File: src/rtl/irq_split_pkg.sv
// Shared constants and types for the irq_split interrupt fan-out block.
// Line count and pulse-counter width are fixed here and are not overridable.
package irq_split_pkg;

    localparam int IRQ_LINES = 4;
    localparam int CNT_W     = 8;

    // Registered state of one interrupt line as seen by the top level.
    typedef struct packed {
        logic pending;
        logic pulse;
        logic overflow;
    } line_out_t;

endpackage : irq_split_pkg

File: src/rtl/irq_line.sv
// One interrupt line: synchroniser, rising-edge detect, pending/overflow flags
// and a retriggerable pulse counter.
module irq_line
    import irq_split_pkg::*;
#(
    parameter int SYNC_STAGES = 2,
    parameter int PULSE_LEN   = 8
) (
    input  logic      aclk,
    input  logic      aresetn,
    input  logic      irq_in,
    input  logic      enable,
    input  logic      ack,
    output line_out_t line_out
);

    logic [SYNC_STAGES-1:0] sync_q, sync_d;
    logic                   prev_q, prev_d;
    logic                   pending_q, pending_d;
    logic                   overflow_q, overflow_d;
    logic [CNT_W-1:0]       cnt_q, cnt_d;
    logic                   sync_s;
    logic                   evt;

    // NOTE: every always_comb output gets a default first so no latch can be inferred.
    always_comb begin
        sync_d     = {sync_q[SYNC_STAGES-2:0], irq_in};
        sync_s     = sync_q[SYNC_STAGES-1];
        prev_d     = sync_s;
        evt        = sync_s & ~prev_q & enable;
        pending_d  = pending_q;
        overflow_d = overflow_q;
        cnt_d      = cnt_q;

        // A new event beats a same-cycle ack so the fresh interrupt is never lost.
        if (evt) begin
            pending_d = 1'b1;
        end else if (ack) begin
            pending_d = 1'b0;
        end

        if (evt && pending_q && !ack) begin
            overflow_d = 1'b1;
        end else if (ack) begin
            overflow_d = 1'b0;
        end

        if (evt) begin
            cnt_d = CNT_W'(PULSE_LEN);
        end else if (cnt_q != '0) begin
            cnt_d = cnt_q - CNT_W'(1);
        end
    end

    // NOTE: sequential state uses non-blocking assignments, and the async reset
    // clears the synchroniser chain too so no stale level survives reset.
    always_ff @(posedge aclk or negedge aresetn) begin
        if (!aresetn) begin
            sync_q     <= '0;
            prev_q     <= 1'b0;
            pending_q  <= 1'b0;
            overflow_q <= 1'b0;
            cnt_q      <= '0;
        end else begin
            sync_q     <= sync_d;
            prev_q     <= prev_d;
            pending_q  <= pending_d;
            overflow_q <= overflow_d;
            cnt_q      <= cnt_d;
        end
    end

    assign line_out.pending  = pending_q;
    assign line_out.pulse    = (cnt_q != '0);
    assign line_out.overflow = overflow_q;

endmodule : irq_line

File: src/rtl/irq_split.sv
// Fans a packed 4-bit level interrupt vector out into four independent
// latched/pulsed interrupt lines for the DMA, switch and timer consumers.
module irq_split
    import irq_split_pkg::*;
#(
    parameter int SYNC_STAGES = 2,
    parameter int PULSE_LEN   = 8
) (
    input  logic                 aclk,
    input  logic                 aresetn,
    input  logic [IRQ_LINES-1:0] concated,
    input  logic [IRQ_LINES-1:0] enable,
    input  logic [IRQ_LINES-1:0] ack,
    (* X_INTERFACE_PARAMETER = "SENSITIVITY LEVEL_HIGH" *)
    output logic                 irq0,
    (* X_INTERFACE_PARAMETER = "SENSITIVITY LEVEL_HIGH" *)
    output logic                 irq1,
    (* X_INTERFACE_PARAMETER = "SENSITIVITY LEVEL_HIGH" *)
    output logic                 irq2,
    (* X_INTERFACE_PARAMETER = "SENSITIVITY LEVEL_HIGH" *)
    output logic                 irq3,
    (* X_INTERFACE_PARAMETER = "SENSITIVITY EDGE_RISING" *)
    output logic [IRQ_LINES-1:0] irq_pulse,
    output logic [IRQ_LINES-1:0] overflow
);

    line_out_t line_out [IRQ_LINES];

    for (genvar i = 0; i < IRQ_LINES; i++) begin : g_line
        irq_line #(
            .SYNC_STAGES (SYNC_STAGES),
            .PULSE_LEN   (PULSE_LEN)
        ) u_line (
            .aclk     (aclk),
            .aresetn  (aresetn),
            .irq_in   (concated[i]),
            .enable   (enable[i]),
            .ack      (ack[i]),
            .line_out (line_out[i])
        );
    end

    always_comb begin
        irq_pulse = '0;
        overflow  = '0;
        for (int i = 0; i < IRQ_LINES; i++) begin
            irq_pulse[i] = line_out[i].pulse;
            overflow[i]  = line_out[i].overflow;
        end
    end

    assign irq0 = line_out[0].pending;
    assign irq1 = line_out[1].pending;
    assign irq2 = line_out[2].pending;
    assign irq3 = line_out[3].pending;

endmodule : irq_split
File: config.mk
export PLATFORM = sky130hd
export DESIGN_NAME = irq_split
export DESIGN_NICKNAME = d
export VERILOG_FILES = /design/src/rtl/irq_split_pkg.sv /design/src/rtl/irq_line.sv /design/src/rtl/irq_split.sv
export SDC_FILE = /design/constraint.sdc
export NUM_CORES = 1
export LEC_CHECK = 0
export ABC_CLOCK_PERIOD_IN_PS = 2300
export BUFFER_PORTS_ARGS = -buffer_cell sky130_fd_sc_hd__buf_2
export CAP_MARGIN = 40
export CORE_ASPECT_RATIO = 1.2
export CORE_UTILIZATION = 25
export CTS_BUF_LIST = sky130_fd_sc_hd__clkbuf_16
export DETAILED_ROUTE_END_ITERATION = 16
export PLACE_DENSITY_LB_ADDON = 0.05
export REMOVE_ABC_BUFFERS = 1
export SLEW_MARGIN = 20
export SYNTH_ARGS = -nofsm -noshare
export SYNTH_HDL_FRONTEND = slang
export SYNTH_SLANG_ARGS = --single-unit
File: constraint.sdc
create_clock -name aclk -period 2.3 [get_ports aclk]
set_input_delay 0.23 -clock aclk [delete_from_list [all_inputs] [get_ports aclk]]
set_output_delay 0.23 -clock aclk [all_outputs]
set_load 0.005 [all_outputs]
==> results.txt <==
The run finished with clean final reports. Summing all placed instances gives a cell area of 0.002700 mm². For the total area of multi-input combinational cells, the log shows 0.001055 mm².

In the synthesized netlist, the cells that appear most often are dfrtp_1, a21oi_1, o21ai_0. The area of the core region was 0.009515 mm²; the global routing usage summed across all routing layers was 11.27%. The worst-margin pin slew came out at 638.6 ps.

The run gives 52.98% as the share of the yosys chip area belonging to registers. Clock tree synthesis selected as its root buffer the cell clkbuf_16. The proportion of power drawn by the clock network is 24.7%. Fraction of layout instances using a drive strength above 1: 16.99%. Using the TritonRoute via totals, the vias-per-cell ratio works out to 4.728. TritonCTS built the clock tree. Port buffering added 25 buffers. At the end of the flow the core is filled with cells to 30.40%.

The number of antenna diodes in the final layout is 0. Counting flops and latches in the post-synthesis netlist gives 52. The net switching fraction of the power was 36.05%. The tools report the final max-slew violation count as 0. dfrtp_1 takes more of the synthesized area than any other cell.

The floorplan step set the die width to 92.48 µm. The synthesized netlist cell count is 234. The synthesized design devotes to its leading area cell type 52.98% of total area. The clock tree synthesis step divided the H-tree into 2 levels. The register cell area after layout is 0.001301 mm². Entering global routing, the biggest net connects 30 pins. For this block, the routed nets add up to 5249 µm of wire. The analysis attributes to net switching a power of 1.258 mW. The number of placed I/O pins was 26; the post-route minimum period was 2185 ps. The filler-free cell count of the finished design was 382.

The logs give 0.002893 mm² for the design area and 0.002456 mm² for the post-synth design cell area. Setup repair after global routing left no endpoint under its margin. The number of flops mapped to enable cells by yosys was 0; the row count was 39.

The iteration count of the initial detailed-routing pass is 4, and the count of cell types in the netlist is 38. Yosys instantiated no cell more often than dfrtp_1. The tools report the via count of the first global-routing pass as 1819. No sink is reached through more buffers than the 2 on the longest clock path. The total power per unit cell area was 1206 mW/mm²; the overflow left after global routing was 0.

The number of setup buffers added after CTS is 0. By startpoint and endpoint, the worst setup path is classified as reg2out. The internal power of the cells totals 2.231 mW. The count of nets left with antenna violations once routing finished came out at 0. For this run, the post-layout net count is 280. The count of warnings emitted by yosys is 0.

The class of the worst hold path was in2reg. Summed over all cells, the static leakage comes to 1.262 nW. The die height is 110.6 µm. Routability-driven placement finished with a final weighted congestion of 0.7014. The initial antenna violation count was 0; the arrival time reported for the critical path endpoint was 1960 ps. The required time reported for the critical path endpoint was 2070 ps; the cell depth of the worst min-delay path was 1.

STA classifies the critical path endpoint as an output port. Registers are responsible for 42.6% of the overall power. Setup violations remaining at the end of the flow were counted as 0.

Counting flops with an async set or reset pin after synthesis yields a share of 100.0%. Sum of negative setup slack: 0 ps. The layout overhead on the synthesized area was 17.78%.

The insertion delay of the later-clocked pin in the worst-skew pair is 290 ps. Measured against its own limit, the worst slew margin works out to 57.43%. The worst-case IR drop observed on VDD is 341.2 µV.

The tools report the kind of start point of the critical path as a flop. For the wire length of the first global-routing pass, the log shows 8935 µm. The maximum fanout encountered on the critical timing path is 5.

The final period utilization works out to 95.02%. The average wire per standard cell is 13.74 µm. Combinational logic is responsible for 32.8% of the overall power.

In this run the mean area of a mapped cell was 10.50 µm². The number of max-cap violations was 0; the routed via count was 1806. The number of buffers inserted during clock tree synthesis is 5, and the number of cell instances on the worst register-to-register path is 6.

In this run, the number of DRC markers left after iteration 0 of detailed routing was 80. Worst setup skew after layout: 4.904 ps. For this run, design rule violations remaining after detail routing come to 0.

Once placement completed, the tool counted placed cells totaling 373. Fill cells in the final layout number 1000. The clock-pin slew on the worst setup and hold paths was 70 ps.

The initial utilization of the core area, before any placement, comes to 25.81%. The clock net in this run drives a total of 52 sinks. The tools report the number of endpoints with negative hold slack in the final report as 0.

Yosys attributes the largest share of cell area to dfrtp_1, a21oi_1, ha_1, o21ai_0, mux2i_1. The tools report the highest clock frequency the design can meet as 457.6 MHz. For this run, the leading register cell type out of synthesis is dfrtp_1. The die footprint came out at 0.01023 mm².

Detailed placement ended at an HPWL of 3724 µm.
==> cells by family (layout without fill, tap and decap cells) <==
kind of cell | Yosys count | count (layout) | share of synthesized area [%]
AND/OR/NAND/NOR | 83 | 83 | 21.60
adder cells (fa/ha/maj) | 8 | 8 | 4.076
flip-flops | 52 | 52 | 52.98
AO/OA/AOI/OAI | 59 | 59 | 14.21
buffers and inverters | 26 | 51 | 4.686
multiplexers | 6 | 6 | 2.445
==> metrics by stage <==
step	setup WS (ps)	power, mW	hold slack (ps)
finish	114.6	3.489	42.50
global route	5.697	3.765	26.37
CTS	22.16	3.517	30.53
detailed placement	310.2	2.626	295.9
global placement	357.2	2.641	305.7
floorplan	552.3	2.285	-65.59
==> placed cells by master (no fill, tap or decap), types with 2 or more instances in the layout <==
cell type and n:
ha_1 8, nand3b_1 6, or4_1 6, mux2i_1 6, nor4_1 5, o21ai_0 19
nand4b_1 3, or3_4 2, o211ai_1 4, or3b_2 2, dfrtp_1 52, nor3_1 6
a211oi_1 3, nor4b_1 2, and3b_1 4, nand2_1 10, inv_1 16, nand2b_1 6
or3_1 8, a21oi_1 21, or4_4 2, nand3_1 2, nor2b_1 4, buf_2 25
clkbuf_16 5, nor3b_1 2, nor2_1 8, o31ai_1 7
==> per-layer routing <==
layer	vias up	routed length (µm)	GRT usage, %
met1	878	2390	13.94
met3	7	198	3.030
met4	0	86	4.375
li1	896	-	-
met5	-	0	0
met2	25	2573	18.52
==> worst paths after layout <==
kind / startpoint / endpoint / slack (ps)
worst max-delay path: g_line[1].u_line.cnt_q[0] / irq_pulse[1] / 110
min in group asynchronous: aresetn / g_line[2].u_line.cnt_q[7] / 490
worst min register to register: g_line[3].u_line.sync_q[0] / g_line[3].u_line.sync_q[1] / 340
worst max register to register: g_line[0].u_line.cnt_q[0] / g_line[0].u_line.cnt_q[1] / 440
max in group asynchronous: aresetn / g_line[2].u_line.sync_q[0] / 1220
worst min-delay path: concated[0] / g_line[0].u_line.sync_q[0] / 40
==> power by group through the flow <==
stage / logic, mW / registers [mW] / clock network, mW
2_1_floorplan: 0.871 / 1.41 / 0
5_1_grt: 1.30 / 1.53 / 0.931
3_5_place_dp: 1.13 / 1.49 / 0
6_report: 1.14 / 1.49 / 0.860
3_3_place_gp: 1.13 / 1.51 / 0
4_1_cts: 1.14 / 1.48 / 0.898
==> critical path, stage by stage, from the launching register on <==
cell and delay, ps:
dfrtp_1 420, inv_1 130, ha_1 200, or3b_2 500
nor2_1 210, inv_1 80, buf_2 130
==> cell type report <==
class / count / share of cell area (%)
Inverter: 16 / 2.076
Clock buffer: 5 / 4.325
Timing Repair Buffer: 27 / 5.363
Sequential cell: 52 / 44.98
Tap cell: 123 / 5.320
Clock inverter: 3 / 1.471
Multi-Input combinational cell: 156 / 36.46
==> registers in the layout, indices dropped and copies added (netlist names) <==
name                      count
g_line.u_line.cnt_q          32
g_line.u_line.overflow_q      4
g_line.u_line.pending_q       4
g_line.u_line.prev_q          4
g_line.u_line.sync_q          8
==> timing repair <==
action,in CTS,in global routing
gates resized for setup,1,3
hold endpoints to repair,23,0
hold buffers,1,0
setup endpoints to repair,1,2
Note: power is estimated with default switching activity, not from simulation.
